## src/rtl/fpu_div_e.sv

```systemverilog
// Iterative restoring fdiv.s for the E stage: one quotient bit per cycle, flush-to-zero,
// truncating (round-toward-zero) result; FPUOkE holds the pipeline while the divide runs.
module fpu_div_e #(
  parameter int ITER = 25
) (
  input  logic        clk,
  input  logic        reset,
  input  logic        StartE,
  input  logic        FlushE,
  input  logic [31:0] SrcAE,
  input  logic [31:0] SrcBE,
  output logic        FPUOkE,
  output logic [31:0] ResultE
);

  typedef enum logic [1:0] {IDLE, BUSY, DONE} state_t;

  state_t             state_q, state_d;
  logic [4:0]         cnt_q, cnt_d;
  logic [24:0]        q_q, q_d;
  logic [24:0]        rem_q, rem_d;
  logic [23:0]        mb_q, mb_d;
  logic signed [9:0]  ediff_q, ediff_d;
  logic               sign_q, sign_d;
  logic               spec_q, spec_d;
  logic [31:0]        specres_q, specres_d;
  logic               qbit;
  logic [24:0]        diff;

  // Returns {is_special, special_result}; operands with a zero exponent count as zero.
  function automatic logic [32:0] classify(input logic [31:0] a, input logic [31:0] b);
    logic s, a_zero, b_zero, a_inf, b_inf, a_nan, b_nan;
    s      = a[31] ^ b[31];
    a_zero = (a[30:23] == 8'h00);
    b_zero = (b[30:23] == 8'h00);
    a_inf  = (&a[30:23]) && (a[22:0] == 23'd0);
    b_inf  = (&b[30:23]) && (b[22:0] == 23'd0);
    a_nan  = (&a[30:23]) && (|a[22:0]);
    b_nan  = (&b[30:23]) && (|b[22:0]);
    if (a_nan || b_nan || (a_zero && b_zero) || (a_inf && b_inf))
      return {1'b1, 32'h7FC00000};
    if (a_inf || (b_zero && !a_zero))
      return {1'b1, s, 31'h7F800000};
    if (a_zero || b_inf)
      return {1'b1, s, 31'd0};
    return {1'b0, 32'd0};
  endfunction

  // Normalize the 25-bit quotient and saturate: overflow clamps to max finite, underflow to zero.
  function automatic logic [31:0] norm_pack(input logic s, input logic signed [9:0] ediff,
                                            input logic [24:0] q);
    logic signed [9:0] e;
    logic [22:0]       f;
    if (q[24]) begin
      e = ediff + 10'sd127;
      f = q[23:1];
    end else begin
      e = ediff + 10'sd126;
      f = q[22:0];
    end
    if (e >= 10'sd255)
      return {s, 31'h7F7FFFFF};
    else if (e <= 10'sd0)
      return {s, 31'd0};
    else
      return {s, e[7:0], f};
  endfunction

  always_comb begin
    state_d   = state_q;
    cnt_d     = cnt_q;
    q_d       = q_q;
    rem_d     = rem_q;
    mb_d      = mb_q;
    ediff_d   = ediff_q;
    sign_d    = sign_q;
    spec_d    = spec_q;
    specres_d = specres_q;
    FPUOkE    = 1'b1;
    qbit      = (rem_q >= {1'b0, mb_q});
    diff      = rem_q - {1'b0, mb_q};
    case (state_q)
      IDLE: begin
        if (StartE && !FlushE) begin
          FPUOkE               = 1'b0;
          state_d              = BUSY;
          cnt_d                = 5'd0;
          q_d                  = 25'd0;
          rem_d                = {2'b01, SrcAE[22:0]};
          mb_d                 = {1'b1, SrcBE[22:0]};
          ediff_d              = $signed({2'b00, SrcAE[30:23]}) - $signed({2'b00, SrcBE[30:23]});
          sign_d               = SrcAE[31] ^ SrcBE[31];
          {spec_d, specres_d}  = classify(SrcAE, SrcBE);
        end
      end
      BUSY: begin
        FPUOkE = 1'b0;
        cnt_d  = cnt_q + 5'd1;
        q_d    = {q_q[23:0], qbit};
        rem_d  = (qbit ? diff : rem_q) << 1;
        if (cnt_q == 5'(ITER - 1))
          state_d = DONE;
      end
      DONE:    state_d = IDLE;
      default: state_d = IDLE;
    endcase
    if (FlushE)
      state_d = IDLE;
  end

  always_ff @(posedge clk) begin
    if (!reset) begin
      state_q <= IDLE;
      cnt_q   <= 5'd0;
      q_q     <= 25'd0;
      rem_q   <= 25'd0;
    end else begin
      state_q <= state_d;
      cnt_q   <= cnt_d;
      q_q     <= q_d;
      rem_q   <= rem_d;
    end
  end

  always_ff @(posedge clk) begin
    mb_q      <= mb_d;
    ediff_q   <= ediff_d;
    sign_q    <= sign_d;
    spec_q    <= spec_d;
    specres_q <= specres_d;
  end

  assign ResultE = (state_q == DONE) ? (spec_q ? specres_q : norm_pack(sign_q, ediff_q, q_q))
                                     : 32'd0;

endmodule
```

## config.mk

```make
export PLATFORM = sky130hd
export DESIGN_NAME = fpu_div_e
export DESIGN_NICKNAME = d
export VERILOG_FILES = /design/src/rtl/fpu_div_e.sv
export SDC_FILE = /design/constraint.sdc
export NUM_CORES = 1
export LEC_CHECK = 0
export ABC_AREA = 1
export BUFFER_PORTS_ARGS = -buffer_cell sky130_fd_sc_hd__clkbuf_2
export CORE_MARGIN = 2
export CORE_UTILIZATION = 35
export DETAILED_ROUTE_END_ITERATION = 8
export MAX_ROUTING_LAYER = met4
export PLACE_DENSITY = 0.58
export SLEW_MARGIN = 20
export SYNTH_ARGS = -nofsm -noshare
export SYNTH_HDL_FRONTEND = slang
export SYNTH_SLANG_ARGS = --single-unit
```

## constraint.sdc

```tcl
create_clock -name clk -period 3.4 [get_ports clk]
set_input_delay 0.51 -clock clk [delete_from_list [all_inputs] [get_ports clk]]
set_output_delay 0.51 -clock clk [all_outputs]
set_load 0.01 [all_outputs]
```

# Word-level counts from Yosys, hierarchy flattened
# Cells that the tools add are included.
dict set report totals {
  input_bits 68
  output_inout_bits 33
  reg_bits 124
  elab_cells 89
}
dict set report op_classes {
  n_mux 36
  n_lt_le_gt_ge 3
  bitwise_logic 2
  n_addsub 5
  n_eq_ne 5
  reduce_logical 29
}
# operator count
set op_table {}
lappend op_table {{two-way mux 33 bit} 6}
lappend op_table {{case mux 25 bit (2 select lines)} 2}
lappend op_table {{two-way mux 32 bit} 2}
lappend op_table {{two-way mux 31 bit} 2}
lappend op_table {{two-way mux 25 bit} 2}
lappend op_table {{logical NOT 23 bit} 2}
lappend op_table {{OR reduction 23 bit} 2}
lappend op_table {{greater-or-equal comparator 25 x 24 -> 1 bit} 1}
lappend op_table {{two-way mux 24 bit} 1}
lappend op_table {{subtractor 24 bit} 1}
lappend op_table {{two-way mux 23 bit} 1}
lappend op_table {{adder 10 x 8 -> 10 bit (second input constant)} 2}
lappend op_table {{logical NOT 8 bit} 2}
lappend op_table {{AND reduction 8 bit} 2}
lappend op_table {{two-way mux 1 bit} 13}
lappend op_table {{greater-or-equal comparator 10 x 9 -> 1 bit (second input constant)} 1}
lappend op_table {{<= comparator 10 x 1 -> 1 bit (second input constant)} 1}
lappend op_table {{two-way mux 10 bit} 1}
lappend op_table {{case mux 5 bit (2 select lines)} 1}
lappend op_table {{subtractor 8 x 8 -> 9 bit} 1}
lappend op_table {{logical AND 1 bit} 8}
lappend op_table {{AND reduction 2 bit} 3}
lappend op_table {{adder 5 x 1 -> 5 bit (second input constant)} 1}
lappend op_table {{== test 5 bit (second input constant)} 1}
lappend op_table {{14 further kinds} 21}

# Longest topological paths before layout
dict set report depth {
  ltp_word 18
  ltp_mapped 16
  depth_no_buf 15
}

# Least setup slack after synthesis
# Ideal clock, no wire load.
dict set report synth_path {
  path_type {in2reg}
  startpoint {in FlushE}
  endpoint {reg rem_q[16]}
  n_path_buf 0
  cell_stages 7
  slack_ps 815
  t_arrival_ps 2514
  cell_sequence {inv_1 -> nand3_1 -> nor2_2 -> inv_1 -> o22ai_1 -> inv_1 -> a21oi_1}
}
dict set report synth_between {
  elab_chain_len 4
}
# item line
set synth_rtl {}
lappend synth_rtl {{start, declared} 9} ;# input logic FlushE,
lappend synth_rtl {{logical NOT 1 bit} 84} ;# if (StartE && !FlushE) begin
lappend synth_rtl {{logical AND 1 bit} 84}
lappend synth_rtl {{inequality test 2 bit (no source line)} --}
lappend synth_rtl {{AND reduction 2 bit (no source line)} --}
lappend synth_rtl {{end signal, assigned} 121} ;# rem_q <= rem_d;
lappend synth_rtl {{end, declared} 21} ;# logic [24:0] rem_q, rem_d;
# No other way between the ends.
# A chain may end at the register's enable or synchronous reset.

# Final worst setup path
dict set report layout_path {
  startpoint {reg ediff_q[1]}
  endpoint {out ResultE[1]}
}
dict set report layout_between {
  elab_chain_len 7
}
# item line
set layout_rtl {}
lappend layout_rtl {{start, declared} 23} ;# logic signed [9:0] ediff_q, ediff_d;
lappend layout_rtl {{start signal, assigned} 127} ;# ediff_q <= ediff_d;
lappend layout_rtl {{adder 10 x 8 -> 10 bit (on tied branches)} {58, 55}}
lappend layout_rtl {{two-way mux 10 bit *} 54} ;# if (q[24]) begin
lappend layout_rtl {{<= comparator 10 x 1 -> 1 bit} 63} ;# else if (e <= 10'sd0)
lappend layout_rtl {{two-way mux 31 bit} 63}
lappend layout_rtl {{two-way mux 31 bit *} 61} ;# if (e >= 10'sd255)
lappend layout_rtl {{two-way mux 32 bit * (2 in a row)} 133} ;# assign ResultE = (state_q == DONE) ? (spec_q ? specres_q : norm_pack(sign_q, ediff_q, q_q))
lappend layout_rtl {{end, declared} 13} ;# output logic [31:0] ResultE
# Mark *: on every way between the ends. The rest lies on a longest branch, timed or not.

==> flow_summary.json <==
{
  "outcome": "complete, no violations",
  "power_mw": 2.82,
  "intPower_mw": 1.94,
  "synth_nets": 1195,
  "p_sw_share_pct": 30.9,
  "hold_violations": 0,
  "r2r_cells": 13,
  "grt_pass1_wl_mm": 32.1,
  "cts_tree": "done",
  "crit_fanout": 22,
  "vias": 7024,
  "num-nets-final": 1285,
  "fp.dieH_um": 147,
  "grt_busiest_layer": "met2",
  "post_cts_buffers": 0,
  "cts_made_buffers": 9,
  "maxSlewHeadroom_pct": 45.8,
  "yosys.area.top_type": "nand2_1",
  "worst-setup-path-type": "flip-flop to output pin",
  "layout_commonest_cell": "nand2_1",
  "slew_violations": 0,
  "htreeDepth": 3,
  "place_congestion": 0.919,
  "maxCapViolCount": 0,
  "worst_pin_slew_ns": 0.812,
  "met3_usage_pct": 2.30,
  "worstPathArrival_ns": 2.65,
  "ys_async_sr_fraction_pct": 0,
  "die-area_sq_um": 21700,
  "skew_ns": 0.00736,
  "synth-edff-count": 37,
  "synthFlopType": "dfxtp_1",
  "p_per_area_nw_per_um2": 342,
  "post_dp_cell_area_sq_um": 7950,
  "cts_root_buf": "clkbuf_16",
  "seq_area_frac_synth_pct": 31.4,
  "grtUsageMet2_pct": 28.9,
  "cts_buffer_depth": 2,
  "drt-initial-drc-count": 438,
  "grt_pass1_vias": 6583,
  "synthesis.area_sq_um": 7180,
  "coreArea_sq_um": 20200,
  "syn_to_final_growth_pct": 14.7,
  "irDropWorstVdd_mv": 0.229,
  "startpoint_type": "flip-flop",
  "clkLatencyLatePin_ns": 0.35,
  "power_frac_clock_pct": 35.1,
  "rows": 52,
  "yosysWarnings": 0,
  "p_leak_nw": 3.97,
  "met1_usage_pct": 25.6,
  "drc_errors": 0,
  "rsz0062_at_grt": "no",
  "period_needed_ns": 3.16,
  "routedWlPerCell_um": 13.4,
  "syn_inst": 1089,
  "clk_pin_slew_ns": 0.07,
  "synth.avg_cell_area_sq_um": 6.59,
  "hpwl_mm": 15.1,
  "layout_common_cells": "nand2_1 (350), inv_1 (170), clkbuf_2 (100)",
  "initial_utilization_pct": 35.6,
  "antenna_found_initial": 0,
  "critPathCaptureType": "output pin",
  "yosys-top-cells-area": "nand2_1 (18%), dfxtp_1 (16%), edfxtp_1 (15%)",
  "setup_viol": 0,
  "min_path_cells": 1,
  "drtPass1Iterations": 7,
  "max_freq_mhz": 317,
  "grt_max_degree": 42,
  "switching_power_mw": 0.871,
  "die_w_um": 147,
  "holdCritPathClass": "input pin to flip-flop",
  "yosysUniqueCellTypes": 41,
  "power_frac_comb_pct": 20.5,
  "layout-drive-gt1-share_pct": 16.3,
  "grtUsageTotal_pct": 18.8,
  "avgViaCountPerCell": 4.83,
  "tns_ns": 0,
  "synth_seq_cells": 94,
  "synth_top_cell_area_share_pct": 18.3,
  "clock-sinks": 94,
  "min_period_over_period_pct": 92.8,
  "grt_overflow": 0,
  "seq_power_share_pct": 44.4,
  "fin_area_sq_um": 8240,
  "antenna_cells": 0,
  "io_pins": 101,
  "critPathRequiredTime_ns": 2.89,
  "port_buffers": 100,
  "drt_wl_total_mm": 19.4,
  "ant_nets": 0
}
==> stage by stage <==
stage | instances | utilization, % | setup WS, ns | hold WS, ns
finish | 1454 | 40.9 | 0.243 | 0.343
floorplan | 1089 | - | 0.815 | 0.441
global route | 1454 | 40.9 | 0.0258 | 0.338
global placement | 1438 | 39.4 | 0.580 | 0.453
detailed placement | 1438 | 39.4 | 0.521 | 0.453
CTS | 1454 | 40.8 | 0.124 | 0.335
==> layer usage <==
metal	part of all wire (%)	routed length, um	up-vias
met1	50	9740	3163
met4	2.3	441	0
met3	3.8	736	27
met5	0	0	-
li1	-	-	3694
met2	44	8510	140
==> final timing paths <==
| kind | startpoint | endpoint | slack (ns) |
|---|---|---|---|
| max | ediff_q[1]$_DFFE_PP_ | ResultE[1] | 0.24 |
| min reg2reg | rem_q[0]$_SDFFE_PN0P_ | rem_q[0]$_SDFFE_PN0P_ | 0.47 |
| min | SrcBE[22] | mb_q[22]$_DFFE_PP_ | 0.34 |
| max reg2reg | mb_q[13]$_DFFE_PP_ | rem_q[10]$_SDFFE_PN0P_ | 0.82 |
==> kinds of logic (layout without fill, tap and decap cells) <==
kind of cell | Yosys count | after routing | synth area share [%]
AO/OA/AOI/OAI | 156 | 156 | 12.5
buffers and inverters | 207 | 302 | 11.7
flip-flops | 94 | 94 | 31.4
AND/OR/NAND/NOR | 576 | 576 | 35.3
XOR/XNOR | 18 | 18 | 2.30
adder cells (fa/ha/maj) | 38 | 38 | 6.83
==> worst max-delay path, cell delays in order, from the launching register on <==
cell	delay [ns]
edfxtp_1	0.43
inv_1	0.13
ha_1	0.18
nand3_1	0.09
nor2_1	0.13
nand2_1	0.07
nand2_1	0.08
nand2_1	0.18
nand3_1	0.18
nand2_2	0.10
inv_2	0.43
a21oi_1	0.14
clkbuf_2	0.15
==> timing repair <==
action	in CTS	in global routing
resized for setup	0	2
hold buffers	0	0
endpoints found under the setup margin	0	22
==> layout make-up <==
| type | instances | area [sq um] |
|---|---|---|
| well taps | 270 | 338 |
| multi-input cells | 788 | 4100 |
| fillers | 2209 | 11900 |
| inverters | 173 | 652 |
| clock buffers | 11 | 243 |
| repair buffers | 113 | 611 |
| clock inverters | 5 | 41.3 |
| flip-flops and latches | 94 | 2250 |
==> synth_stat cells (22+ instances only) <==
cell      number
edfxtp_1      37
dfxtp_1       57
a21oi_2       22
a21oi_1       75
nand2_1      350
inv_1        170
o21ai_0       44
nor2_1        56
nand2_2       23
nand3_1       63
nand4_1       29
ha_1          36
==> power by group through the flow <==
stage / clock network [mW] / logic [mW] / registers [mW]
5_1_grt: 1.05 / 0.658 / 1.25
4_1_cts: 1.01 / 0.580 / 1.25
6_report: 0.987 / 0.578 / 1.25
3_3_place_gp: 0 / 0.577 / 1.27
2_1_floorplan: 0 / 0.419 / 1.27
3_5_place_dp: 0 / 0.577 / 1.28
==> registers in the layout, summed over array words and instances (netlist names) <==
name and cells:
ediff_q 9, mb_q 23, sign_q 1, spec_q 1
rem_q 25, cnt_q 5, state_q 2, specres_q 3
q_q 25
(Power assumes the default switching activity.)
